File: src/rtl/seq_det_pkg.sv
// Shared encodings and helpers for the parametrised serial pattern detector.
package seq_det_pkg;

  typedef enum logic {
    ST_RUN    = 1'b0,
    ST_HALTED = 1'b1
  } state_t;

  localparam logic found    = 1'b1;
  localparam logic notfound = 1'b0;

  // Ceiling log2 for elaboration-time widths; valid for 1 <= value <= 2**30.
  function automatic int clog2(input int value);
    int r;
    r = 0;
    for (int i = 0; i < 31; i++) begin
      if ((1 << i) < value) r = i + 1;
    end
    return r;
  endfunction

endpackage

File: src/rtl/seq_hist_shift.sv
// History shift register of the last PAT_W-1 accepted bits plus a saturating fill count.
module seq_hist_shift
  import seq_det_pkg::*;
#(
  parameter int PAT_W  = 4,
  parameter int FILL_W = clog2(PAT_W) + 1
) (
  input  logic              clk,
  input  logic              reset,
  input  logic              shift,
  input  logic              flush,
  input  logic              din,
  output logic [PAT_W-2:0]  hist,
  output logic [FILL_W-1:0] fill
);

  localparam int HW = PAT_W - 1;
  localparam logic [FILL_W-1:0] FILL_FULL = FILL_W'(HW);

  logic [HW-1:0] hist_next;

  // A 1-bit history cannot be sliced below its MSB, so it just takes the new bit.
  generate
    if (HW == 1) begin : g_one
      assign hist_next = din;
    end else begin : g_many
      assign hist_next = {hist[HW-2:0], din};
    end
  endgenerate

  // flush wins over shift: clear and non-overlapping matches both restart history.
  always_ff @(posedge clk or negedge reset) begin
    if (!reset) begin
      hist <= '0;
      fill <= '0;
    end else if (flush) begin
      hist <= '0;
      fill <= '0;
    end else if (shift) begin
      hist <= hist_next;
      if (fill != FILL_FULL) fill <= fill + 1'b1;
    end
  end

endmodule

File: src/rtl/seq_detector_param.sv
// Parametrised MSB-first serial pattern detector with overlap/halt modes and a saturating match counter.
module seq_detector_param
  import seq_det_pkg::*;
#(
  parameter int             PAT_W   = 4,
  parameter logic [PAT_W-1:0] PATTERN = 4'b1001,
  parameter int             CNT_W   = 8
) (
  input  logic                    clk,
  input  logic                    reset,
  input  logic                    en,
  input  logic                    x,
  input  logic                    overlap,
  input  logic                    halt_on_match,
  input  logic                    clear,
  output logic                    y,
  output logic                    y_q,
  output logic [CNT_W-1:0]        match_count,
  output logic                    halted,
  output logic [clog2(PAT_W):0]   fill
);

  localparam int FILL_W = clog2(PAT_W) + 1;
  localparam logic [FILL_W-1:0] FILL_FULL = FILL_W'(PAT_W - 1);

  // en is a plain sample strobe, not a handshake: x is consumed on every cycle
  // with en=1 while running and not clearing; there is no back-pressure.
  state_t            state, state_next;
  logic [PAT_W-2:0]  hist;
  logic              m;
  logic              shift;
  logic              flush;

  seq_hist_shift #(
    .PAT_W  (PAT_W),
    .FILL_W (FILL_W)
  ) u_hist (
    .clk   (clk),
    .reset (reset),
    .shift (shift),
    .flush (flush),
    .din   (x),
    .hist  (hist),
    .fill  (fill)
  );

  always_ff @(posedge clk or negedge reset) begin
    if (!reset) state <= ST_RUN;
    else        state <= state_next;
  end

  always_comb begin
    state_next = state;
    if (clear)                    state_next = ST_RUN;
    else if (m && halt_on_match)  state_next = ST_HALTED;
  end

  always_comb begin
    m = notfound;
    if (en && (state == ST_RUN) && !clear && (fill == FILL_FULL) && ({hist, x} == PATTERN))
      m = found;
    y      = m;
    halted = (state == ST_HALTED);
  end

  // A non-overlapping match discards history instead of shifting the last bit in.
  assign flush = clear | (m & ~overlap);
  assign shift = en & (state == ST_RUN) & ~clear & ~(m & ~overlap);

  always_ff @(posedge clk or negedge reset) begin
    if (!reset) begin
      match_count <= '0;
      y_q         <= 1'b0;
    end else begin
      y_q <= m;
      if (clear)                        match_count <= '0;
      else if (m && (match_count != '1)) match_count <= match_count + 1'b1;
    end
  end

endmodule

File: config.mk
export PLATFORM = sky130hd
export DESIGN_NAME = seq_detector_param
export DESIGN_NICKNAME = d
export VERILOG_FILES = /design/src/rtl/seq_det_pkg.sv /design/src/rtl/seq_hist_shift.sv /design/src/rtl/seq_detector_param.sv
export SDC_FILE = /design/constraint.sdc
export NUM_CORES = 1
export LEC_CHECK = 0
export ABC_AREA = 1
export BUFFER_PORTS_ARGS = -buffer_cell sky130_fd_sc_hd__buf_2
export CAP_MARGIN = 20
export CORE_MARGIN = 5
export CORE_UTILIZATION = 50
export DETAILED_ROUTE_END_ITERATION = 8
export HOLD_SLACK_MARGIN = 0.1
export PLACE_DENSITY = 0.81
export SETUP_SLACK_MARGIN = 0.2
export SLEW_MARGIN = 20
export SYNTH_ARGS = -nofsm -noshare
export SYNTH_HDL_FRONTEND = slang
export SYNTH_HIERARCHICAL = 1
export SYNTH_SLANG_ARGS = --single-unit
File: constraint.sdc
create_clock -name clk -period 4.15 [get_ports clk]
set_input_delay 0.415 -clock clk [delete_from_list [all_inputs] [get_ports clk]]
set_output_delay 0.415 -clock clk [all_outputs]
set_load 0.02 [all_outputs]
# == Word-level counts from Yosys, hierarchy flattened ==
# Cells that the tools add are included.
# op_classes
n_addsub,2
eq_ne,4
mux,10
n_bitwise,9
n_reduce_logical,12
# ops
operator,count
$mux 8,2
$mux 3,5
$add 8x1->8 const B,1
$ne 8x8->1 const B,1
$reduce_bool 2->1,4
$logic_and 1x1->1,6
$and 1x1->1,4
$eq 4x4->1 const B,1
$not 1->1,4
$add 3x1->3 const B,1
$eq 3x2->1 const B,1
$mux 1,3
$ne 3x2->1 const B,1
$reduce_and 2->1,1
$logic_not 1->1,1
$or 1x1->1,1
# word_totals
register_bits,16
inputBits,7
output_inout_bits,14

# == Depth between registers and ports, before layout ==
# logic_depth
ltp_word,11
mapped_depth,10
ltp_nobuf,10

# == Modules after synthesis ==
# Netlist, hierarchy kept.
# modules_own_cells
module,instances,cells_per_inst,area_per_inst_um2,seq_area_each_um2
seq_detector_param,1,99,681.9,250.2
seq_hist_shift,1,35,291.5,150.1

# == Worst setup path before layout ==
# Ideal clock, no wire load.
# synth_timing
kind,register to register
from,reg u_hist.fill[0]
to,reg u_hist.fill[0]
setup_time_ns,0.066
t_arrival_ns,1.524
required_ns,4.084
slack_ns,2.561
stages_incl_launch_ff,9
period_less_slack_ns,1.589
path_cell_list,dfrtp_1 > nand3_1 > nor2_4 > nand2_1 > o21ai_0 > inv_2 > nand2_1 > nand3_1 > nand2_1
# synth_between
elab_cells_between_ends,16
# synth_lines
item,line_no,text
start: declaration,seq_hist_shift.sv:14,output logic [FILL_W-1:0] fill
start signal: assignment,seq_hist_shift.sv:41,if (fill != FILL_FULL) fill <= fill + 1'b1;
$eq 3x2->1 (*),seq_detector_param.sv:60,"if (en && (state == ST_RUN) && !clear && (fill == FILL_FULL) && ({hist, x} == PATTERN))"
$logic_and 1x1->1 (*) (2 in a row),seq_detector_param.sv:60,
$mux 1 (*),seq_detector_param.sv:60,
$and 1x1->1 (*),seq_detector_param.sv:67,assign flush = clear | (m & ~overlap);
$or 1x1->1 (*),seq_detector_param.sv:67,
net flush,seq_detector_param.sv:32,logic flush;
$reduce_bool 2->1 (no line),n/a,
$reduce_and 2->1 (no line),n/a,
# Mark *: on every way through the listed nets, which the timed path passes. The rest lies on a longest branch. The select of a mux whose other input is x is not followed.
# A chain may end at the register's enable or synchronous reset.

# == Final worst setup path ==
# layout_timing
from,reg u_hist.fill[2]
to,out y
# layout_between
elab_chain_cells,4
# layout_lines
item,line_no,text
$eq 3x2->1,seq_detector_param.sv:60,
$logic_and 1x1->1 (2 in a row),seq_detector_param.sv:60,
$mux 1,seq_detector_param.sv:60,
end: declaration,seq_detector_param.sv:16,"output logic y,"
# Every way passes these cells.

==> flow_summary.ini <==
[outcome]
status = complete, no violations

[worst_hold_path]
hold_class = in2reg
hp-start = clear
hold_path_depth = 2
min_delay_worst_endpoint = halted$_DFFE_PN0P_

[clock_network]
h-tree-depth = 1
post_cts_buffers = 0
root_buffer = clkbuf_4
cts_tree = done
cts_buffer_depth = 2
path_clk_slew_ns = 0.10
clock_latency_ns = 0.29
numCtsBuffers = 3
cts_resized = 0
cts.sinks = 16

[logic_synthesis]
muxShareOfSynthArea = 0
synth_nets = 144
synth_area_leader_cell = dfrtp_1
ys_types = 19
syn_avg_cell_area_um2 = 7.26
synthAdderAreaFrac = 0.0386
yosys-top-cells-area = dfrtp_1 41%, nand2_1 13%, nand3_1 10%, nor2_1 7.3%, inv_1 5.8%
synth_compound_gate_area_share = 0.0437
synthXorXnorAreaFrac = 0.00900
seq_area_frac_synth = 0.411
synth-simple-area-share = 0.419
synth.top_cell.area_share = 0.411
synth_area_um2 = 973
synth_top_family_by_area = simple AND/OR/NAND/NOR gates
syn_inst = 134
ys_warn_count = 6
yosys_register_bits = 16

[worst_setup_path]
critPathBufInv = 3
crit_required_ns = 3.73
crit_type = reg2out
reg2reg_depth = 9
cpPeakStageDelay_ns = 0.43
cp-startpoint = u_hist/fill[2]$_DFFE_PN0P_
critPathMaxFanout = 4
arrival_ns = 1.44
timing.rr.end = u_hist/fill[0]$_DFFE_PN0P_
cp_top_family = flip-flops
rrSetupSlack_ns = 2.42
crit_top_cell = inv_1
cp-end-kind = output port
worstPathCellList = inv_1, nand3_1, nor2_4, nand2_1, inv_1, buf_2
r2r_start = u_hist/fill[2]$_DFFE_PN0P_
critPathLaunchType = register
critPathSlowestCell = dfrtp_1

[route]
routed-via-count = 939
dr.pass1.iters = 4
drc = 0
routed_wl_um = 2140
wl_per_cell_um = 11.6
avgViaCountPerCell = 5.08
drt-initial-drc-count = 19
drt.antenna.violating_nets = 0

[grt]
grt-ovfl-total = 0
grt_usage = 0.182
antenna_found_initial = 0
grt_pass1_vias = 966
grt_pass1_wl_um = 3880
grt_max_degree = 17

[pwr]
power.leakage_nw = 0.648
power.total_w = 0.000330
vdd_drop_max_mv = 0.169
power.density_nw_per_um2 = 287

[sta]
tightest_slew_ns = 0.413
setup_viol = 0
skew_ns = 0.00354
max_slew_margin = 0.722
rsz0062_at_grt = no
max_freq_ghz = 0.540
finalHoldViolCount = 0
slew_violations = 0
finalCriticalPeriod_ns = 1.85
tns_ns = 0
whs_ns = 0.338
post-route-period-util = 0.446

[die]
die_h_um = 54.1
initial_core_util = 0.512
io_pins = 21
die_area_um2 = 2930
rows = 16
core_area_um2 = 1900
die_w_um = 54.1

[placed_design]
place_hpwl_um = 1710
portBuffers = 20
gp_congestion = 0.879

[layout]
antenna-diode-count = 0
syn_to_final_growth_pct = 18.0
final.fill_count = 169
nets = 169
drive_gt1_frac = 0.222

[job]
maxCapViolCount = 0
[cell usage in the layout (no fill, tap or decap), drive strengths merged, types with 3 or more instances in the layout]
cell type  count
nand2         38
nand4          3
nand3         22
dfrtp         16
nor2          21
inv           19
ha             3
o21ai          5
clkbuf         4
buf           20
[layout make-up]
type | instances | area, um2 | share of cell area
Multi-Input combinational cell | 98 | 497 | 0.432
Sequential cell | 16 | 400 | 0.349
Timing Repair Buffer | 21 | 110 | 0.0959
Inverter | 19 | 71.3 | 0.0621
Clock buffer | 4 | 36.3 | 0.0316
Tap cell | 27 | 33.8 | 0.0294
[registers in the layout, indices dropped and copies added (netlist names)]
| register | count |
|---|---|
| match_count | 8 |
| y_q | 1 |
| u_hist/fill | 3 |
| halted | 1 |
| u_hist/hist | 3 |
[report_power, final]
part / internal, W / switching (W) / leakage [nW] / total (W)
registers: 0.000163 / 0.00000976 / 0.218 / 0.000173
clock network: 0.0000535 / 0.0000517 / 0.0210 / 0.000105
logic: 0.0000176 / 0.0000336 / 0.410 / 0.0000513
total: 0.000234 / 0.0000951 / 0.648 / 0.000330
[cells by family (layout without fill, tap and decap cells)]
logic type | Yosys count | after routing
XOR/XNOR | 1 | 1
buffers and inverters | 20 | 44
AO/OA/AOI/OAI | 8 | 8
flip-flops | 16 | 16
AND/OR/NAND/NOR | 86 | 86
adder cells (fa/ha/maj) | 3 | 3
[synth_stat cells, drive strengths merged]
library cell	instances
dfrtp	16
xor2	1
a21oi	2
o21bai	1
buf	1
nand2	38
nand3	22
ha	3
nor2	21
o21ai	5
inv	19
nor3	2
nand4	3
[per-stage QoR]
| step | util | instance area (um2) | worst slack (ns) | cells |
|---|---|---|---|---|
| final | 0.604 | 1150 | 2.30 | 185 |
| after global routing | 0.604 | 1150 | 2.21 | 185 |
| after CTS | 0.604 | 1150 | 2.29 | 185 |
| after detailed placement | 0.580 | 1100 | 2.18 | 180 |
| after global placement | 0.580 | 1100 | 2.32 | 180 |
| after floorplan | - | 973 | 2.56 | 134 |
[worst max-delay path by stage]
stage,endpoint,slack [ns],cells after the start
floorplan,u_hist/fill[0]$_DFFE_PN0P_,2.56,8
global placement,u_hist/fill[2]$_DFFE_PN0P_,2.32,10
detailed placement,u_hist/fill[0]$_DFFE_PN0P_,2.18,10
CTS,y,2.29,6
global route,y,2.21,6
finish,y,2.30,6
[metal layers]
layer,track usage,part of all wire,vias up
met1,0.197,0.39,435
met3,0.0277,0.050,2
met2,0.343,0.54,24
li1,-,-,478
met4,0.0747,0.014,0
met5,0,0,-
[timing repair]
action                                 CTS  global route
hold buffers                             1             0
endpoints found under the hold margin   16             0
setup endpoints to repair                0             0
Note: power is estimated with default switching activity, not from simulation.
